==> config.mk <==
export PLATFORM = sky130hd
export DESIGN_NAME = servo_cmd_ramp_flat
export DESIGN_NICKNAME = d
export VERILOG_FILES = /design/src/rtl/servo_cmd_ramp_if.sv /design/src/rtl/servo_cmd_ramp.sv /design/src/flat_wrapper.sv
export SDC_FILE = /design/constraint.sdc
export NUM_CORES = 1
export LEC_CHECK = 0
export BUFFER_PORTS_ARGS = -buffer_cell sky130_fd_sc_hd__buf_2
export CORE_UTILIZATION = 31
export DETAILED_ROUTE_END_ITERATION = 10
export GPL_TIMING_DRIVEN = 0
export PLACE_DENSITY_LB_ADDON = 0.15
export SLEW_MARGIN = 20
export SYNTH_ARGS = -nofsm -noshare
export SYNTH_HDL_FRONTEND = slang
export SYNTH_SLANG_ARGS = --single-unit
==> constraint.sdc <==
create_clock -name PCLK -period 5.7 [get_ports PCLK]
set_clock_uncertainty 0.05 [all_clocks]
set_input_delay 1.14 -clock PCLK [delete_from_list [all_inputs] [get_ports PCLK]]
set_output_delay 1.14 -clock PCLK [all_outputs]
set_load 0.05 [all_outputs]
==> src/rtl/servo_cmd_ramp_if.sv <==
// APB3 bus bundle for the servo command ramp block.
interface servo_cmd_ramp_if;
  logic        PSEL;
  logic        PENABLE;
  logic        PWRITE;
  logic [31:0] PADDR;
  logic [31:0] PWDATA;
  logic [31:0] PRDATA;
  logic        PREADY;
  logic        PSLVERR;

  modport master (output PSEL, PENABLE, PWRITE, PADDR, PWDATA,
                  input  PRDATA, PREADY, PSLVERR);
  modport slave  (input  PSEL, PENABLE, PWRITE, PADDR, PWDATA,
                  output PRDATA, PREADY, PSLVERR);
endinterface

==> src/rtl/servo_cmd_ramp.sv <==
// Servo pulse-width command: clamps the firmware target and slews the applied
// width toward it by at most STEP counts per PWM frame.
module servo_cmd_ramp #(
  parameter int unsigned PERIOD       = 2000000,
  parameter int unsigned PW_MIN       = 100000,
  parameter int unsigned PW_MAX       = 200000,
  parameter int unsigned PW_INIT      = 150000,
  parameter int unsigned STEP_DEFAULT = 500
) (
  input  logic                    PCLK,
  input  logic                    PRESERN,
  servo_cmd_ramp_if.slave         apb,
  output logic [31:0]             pulse_width,
  output logic                    pw_update,
  output logic                    frame_tick,
  output logic                    at_target
);
  localparam int CW = (PERIOD > 1) ? $clog2(PERIOD) : 1;
  localparam logic [CW-1:0] LAST  = CW'(PERIOD - 1);
  localparam logic [31:0]   PMIN  = PW_MIN;
  localparam logic [31:0]   PMAX  = PW_MAX;
  localparam logic [31:0]   PINIT = PW_INIT;
  localparam logic [31:0]   PSTEP = STEP_DEFAULT;

  typedef enum logic [1:0] {IDLE, RAMP, HOLD} state_t;

  state_t      state, state_nxt;
  logic [CW-1:0] cnt;
  logic [31:0] target, current, step, cur_nxt, delta, wr_clamped;
  logic        en, en_nxt, clamped, clamp_hit;
  logic        wr, wr_tgt, wr_step, wr_ctrl;
  logic        unused_addr;

  assign wr      = apb.PSEL & apb.PENABLE & apb.PWRITE;
  assign wr_tgt  = wr && (apb.PADDR[3:2] == 2'd0);
  assign wr_step = wr && (apb.PADDR[3:2] == 2'd1);
  assign wr_ctrl = wr && (apb.PADDR[3:2] == 2'd3);
  assign en_nxt  = wr_ctrl ? apb.PWDATA[0] : en;
  assign unused_addr = ^{apb.PADDR[31:4], apb.PADDR[1:0]};

  assign frame_tick  = (cnt == LAST);
  assign at_target   = (current == target);
  assign pulse_width = current;
  assign apb.PREADY  = 1'b1;
  assign apb.PSLVERR = 1'b0;

  always_comb begin
    wr_clamped = apb.PWDATA;
    clamp_hit  = 1'b0;
    if (apb.PWDATA < PMIN) begin
      wr_clamped = PMIN;
      clamp_hit  = 1'b1;
    end else if (apb.PWDATA > PMAX) begin
      wr_clamped = PMAX;
      clamp_hit  = 1'b1;
    end
  end

  always_comb begin
    apb.PRDATA = 32'd0;
    if (apb.PSEL) begin
      case (apb.PADDR[3:2])
        2'd0:    apb.PRDATA = target;
        2'd1:    apb.PRDATA = step;
        2'd2:    apb.PRDATA = current;
        default: apb.PRDATA = {29'd0, clamped, at_target, en};
      endcase
    end
  end

  // Direction comes from the compare, never from a signed difference.
  always_comb begin
    state_nxt = state;
    cur_nxt   = current;
    delta     = (target >= current) ? (target - current) : (current - target);
    case (state)
      IDLE: state_nxt = (current != target) ? RAMP : HOLD;
      RAMP: begin
        if (frame_tick) begin
          if ((step == 32'd0) || (delta <= step)) begin
            cur_nxt   = target;
            state_nxt = HOLD;
          end else if (target > current) begin
            cur_nxt = current + step;
          end else begin
            cur_nxt = current - step;
          end
        end
      end
      HOLD: if (current != target) state_nxt = RAMP;
      default: state_nxt = IDLE;
    endcase
    // Clearing EN, even on the tick cycle itself, freezes CURRENT where it is.
    if (!en_nxt) begin
      state_nxt = IDLE;
      cur_nxt   = current;
    end
  end

  always_ff @(posedge PCLK or negedge PRESERN) begin
    if (!PRESERN) begin
      state     <= IDLE;
      cnt       <= '0;
      target    <= PINIT;
      current   <= PINIT;
      step      <= PSTEP;
      en        <= 1'b0;
      clamped   <= 1'b0;
      pw_update <= 1'b0;
    end else begin
      state     <= state_nxt;
      cnt       <= frame_tick ? '0 : cnt + CW'(1);
      current   <= cur_nxt;
      pw_update <= (cur_nxt != current);
      en        <= en_nxt;
      if (wr_tgt)  target <= wr_clamped;
      if (wr_step) step   <= apb.PWDATA;
      if (wr_tgt && clamp_hit)
        clamped <= 1'b1;
      else if (wr_ctrl && apb.PWDATA[2])
        clamped <= 1'b0;
    end
  end
endmodule

==> src/flat_wrapper.sv <==
// flat-port wrapper written by rule: the top's interface ports become plain ports
module servo_cmd_ramp_flat 
#(
  parameter int unsigned PERIOD       = 2000000,
  parameter int unsigned PW_MIN       = 100000,
  parameter int unsigned PW_MAX       = 200000,
  parameter int unsigned PW_INIT      = 150000,
  parameter int unsigned STEP_DEFAULT = 500
)
  (PCLK, PRESERN, pulse_width, pw_update, frame_tick, at_target, apb_PSEL, apb_PENABLE, apb_PWRITE, apb_PADDR, apb_PWDATA, apb_PRDATA, apb_PREADY, apb_PSLVERR);
  servo_cmd_ramp_if apb_i ();
  input  logic PCLK;
  input  logic PRESERN;
  output logic [31:0] pulse_width;
  output logic pw_update;
  output logic frame_tick;
  output logic at_target;
  input wire logic [$bits(apb_i.PSEL)-1:0] apb_PSEL;
  input wire logic [$bits(apb_i.PENABLE)-1:0] apb_PENABLE;
  input wire logic [$bits(apb_i.PWRITE)-1:0] apb_PWRITE;
  input wire logic [$bits(apb_i.PADDR)-1:0] apb_PADDR;
  input wire logic [$bits(apb_i.PWDATA)-1:0] apb_PWDATA;
  output wire logic [$bits(apb_i.PRDATA)-1:0] apb_PRDATA;
  output wire logic [$bits(apb_i.PREADY)-1:0] apb_PREADY;
  output wire logic [$bits(apb_i.PSLVERR)-1:0] apb_PSLVERR;
  assign apb_i.PSEL = apb_PSEL;
  assign apb_i.PENABLE = apb_PENABLE;
  assign apb_i.PWRITE = apb_PWRITE;
  assign apb_i.PADDR = apb_PADDR;
  assign apb_i.PWDATA = apb_PWDATA;
  assign apb_PRDATA = apb_i.PRDATA;
  assign apb_PREADY = apb_i.PREADY;
  assign apb_PSLVERR = apb_i.PSLVERR;
  servo_cmd_ramp #(.PERIOD(PERIOD), .PW_MIN(PW_MIN), .PW_MAX(PW_MAX), .PW_INIT(PW_INIT), .STEP_DEFAULT(STEP_DEFAULT)) u_core (.PCLK(PCLK), .PRESERN(PRESERN), .apb(apb_i), .pulse_width(pulse_width), .pw_update(pw_update), .frame_tick(frame_tick), .at_target(at_target));
endmodule
==> metrics.yaml <==
fin_crit_sh_pct: 122
grt_max_degree: 91
seq_power_share_pct: 18.0
io_pins: 138
tightest_slew_ns: 0.953
dieArea_sq_mm: 0.0444
timing.fmax_mhz: 144
cts_tree: "built"
cp.arrival_ns: 7.20
path_class: "register to register"
synth_area_leader_cell: "dfrtp_1"
area_growth_pct: 30.0
grt-ovfl-total: 0
synth_cells: 1748
yosysUniqueCellTypes: 94
nNetsFinal: 2168
p_clk_share_pct: 18.5
cp_data_required_time_ns: 5.95
cts_made_buffers: 17
synth_seq_cells: 122
fill_cells: 4451
grt_pass1_wl_mm: 89.2
first_pass_iters: 7
die_h_um: 211
async_flop_share_pct: 100
p_comb_share_pct: 63.5
netlist_area_sq_mm: 0.0135
cts_sinks: 122
regToRegSetupSlack_ns: -1.25
cp_max_fo: 7
holdPathStages: 1
hold_violations: 0
clk_pin_slew_worst_paths_ns: 0.06
cp_slowest_cell: "dfrtp_2"
max_stage_delay_ns: 0.49
yosysTopAreaCellShare_pct: 18.5
outcome: "complete, but fails checks"
pre_cts_slack_ns: -3.09
cts_root_buffer: "clkbuf_16"
sw_frac_of_total_pct: 45.5
finalSetupTns_ns: -17.16
wire_per_inst_um: 24.3
maxSlewViolCount: 0
route.detailed.drc: 0
powerDensity_mw_per_mm2: 376
antenna_found_initial: 0
p_int_uw: 3590
hold_start: "u_core.cnt[0]"
postRouteAntennaNets: 0
synth-main-ff-cell: "dfrtp_1"
io_buffer_count: 105
critPathCaptureType: "register"
routed_wl_mm: 62.3
die_w_um: 211
r2r_cells: 30
peakVddDrop_mv: 0.215
maxSlewHeadroom_pct: 36.0
grt_setup_unrepaired: "yes"
cp-start-kind: "register"
final_cell_mix: "182 x nand2_1, 139 x o21ai_0, 123 x a21oi_1"
start_util_pct: 31.4
synth.yosys.warnings: 0
violations: "setup timing"
avgSynthCellArea_sq_um: 7.72
drive_above_1_share_pct: 25.0
yosysSeqAreaShare_pct: 22.8
dp_hpwl_mm: 47.8
fin_ws_ns: -1.25
min_to: "u_core.cnt[0]"
placed_cells: 2441
mostFrequentLayoutCell: "nand2_1"
syn-num-nets: 1948
rows: 76
p_sw_uw: 3000
min_path_type: "register to register"
finalWeightedCongestion: 1.00
setup-violations-final: 35
fp.coreArea_sq_mm: 0.0430
finalNonFillerCells: 2566
postLayoutCoreUtil_pct: 40.8
max_cap_violations: 0
diodes: 0
period_needed_ns: 6.95
track_usage_pct: 27.7
worstSkewPairLatency_ns: 0.46
grt_pass1_vias: 13600
htree_num_levels: 4
clock_path_buffers: 2
p_leak_uw: 0.00751
timing.rr.end: "u_core.pw_update"
vias: 14400
via_per_inst: 5.61
r2r-start: "u_core.pulse_width[0]"
synth_edf_count: 0
drt_iter0_drc: 1428
synth_area_leaders: "dfrtp_1 19%, ha_1 12%, o21ai_0 6.3%, xnor2_1 5.3%, a21oi_1 5.3%"
-- synthesized netlist by cell type, drive strengths merged (7+ instances only) --
cell type and instances:
o21ai 175, nor3 27, a21oi 143, or3 11
nand2b 12, o22ai 20, nor2b 11, o31ai 13
and3 12, dfstp 22, dfrtp 100, mux2 8
nand4 33, clkbuf 69, and2 39, nor2 128
o41ai 7, nand2 184, o21a 12, o211ai 11
xor2 39, o21bai 17, nand3 35, xnor2 82
a2111oi 7, inv 119, a31oi 23, buf 22
a211oi 20, a21o 50, nor4 17, or4 9
ha 128, mux2i 55
-- cells by family after synthesis --
logic type	count (synthesis)	synth area share, %
DFF	122	22.8
and+or+nand+nor	535	19.1
buffers and inverters	210	6.27
adders and majority gates	131	12.3
muxes	66	5.25
AOI/OAI and AO/OA	560	26.2
other	2	0.0556
xor gates and xnor gates	122	8.02
-- through the flow --
| step | hold slack (ns) | area (sq um) | total power (uW) |
|---|---|---|---|
| floorplan | 0.383 | 13600 | 3170 |
| global placement | 0.405 | 14900 | 4030 |
| detailed placement | 0.408 | 14900 | 4050 |
| CTS | 0.416 | 16800 | 6000 |
| global route | 0.440 | 17500 | 6880 |
| finish | 0.423 | 17500 | 6600 |
-- layer usage --
| metal | vias up | part of all wire, % | track usage (%) |
|---|---|---|---|
| li1 | 6727 | - | - |
| met1 | 6988 | 44 | 37.8 |
| met2 | 575 | 44 | 42.9 |
| met3 | 117 | 6.6 | 4.39 |
| met4 | 0 | 4.5 | 12.5 |
| met5 | - | 0 | 0 |
-- sequential cells by signal, summed over array words and instances, names as in the netlist --
signal	cells
u_core.en	1
u_core.state	2
u_core.pw_update	1
u_core.cnt	21
u_core.step	32
u_core.target	32
u_core.clamped	1
u_core.pulse_width	32
-- worst max path at each step --
stage	to	cells past startpoint	startpoint	slack, ns
floorplan	u_core.pw_update	26	u_core.pulse_width[7]	-0.45
global placement	u_core.pw_update	28	u_core.pulse_width[26]	-3.10
detailed placement	u_core.pw_update	28	u_core.pulse_width[26]	-3.09
CTS	u_core.pw_update	28	u_core.pulse_width[7]	-0.98
global route	u_core.pw_update	30	u_core.pulse_width[0]	-1.31
finish	u_core.pw_update	30	u_core.pulse_width[0]	-1.25
-- final cells by class --
| type | instances | area, sq um | area share [%] |
|---|---|---|---|
| Multi-Input combinational cell | 1416 | 10500 | 59.9 |
| Sequential cell | 122 | 3150 | 17.9 |
| Timing Repair Buffer | 220 | 1620 | 9.22 |
| Tap cell | 585 | 732 | 4.17 |
| Clock buffer | 20 | 489 | 2.79 |
| Inverter | 119 | 465 | 2.65 |
| Buffer | 72 | 434 | 2.47 |
| Clock inverter | 12 | 149 | 0.848 |
-- worst max-delay path: cells and delay by family (launching register included) --
| kind | cells | cell delay (ns) |
|---|---|---|
| AND/OR/NAND/NOR | 8 | 2.06 |
| AO/OA/AOI/OAI | 11 | 1.95 |
| buffers and inverters | 6 | 0.90 |
| adder cells (fa/ha/maj) | 3 | 0.86 |
| flip-flops | 1 | 0.49 |
| multiplexers | 1 | 0.37 |
| XOR/XNOR | 1 | 0.11 |
-- power groups by stage --
| stage | Sequential, uW | Combinational (uW) | Clock, uW |
|---|---|---|---|
| after global routing | 1190 | 4430 | 1260 |
| after global placement | 1170 | 2860 | 0 |
| after CTS | 1170 | 3600 | 1240 |
| after floorplan | 1090 | 2070 | 0 |
| final | 1190 | 4190 | 1220 |
| after detailed placement | 1170 | 2880 | 0 |
-- repair_timing --
item	CTS	global route
endpoints found under the hold margin	0	0
cloned	2	0
buffers inserted	64	52
gates resized for setup	206	102
pin swaps	52	56
endpoints found under the setup margin	35	35
hold buffers	0	0
(Power assumes the default switching activity.)
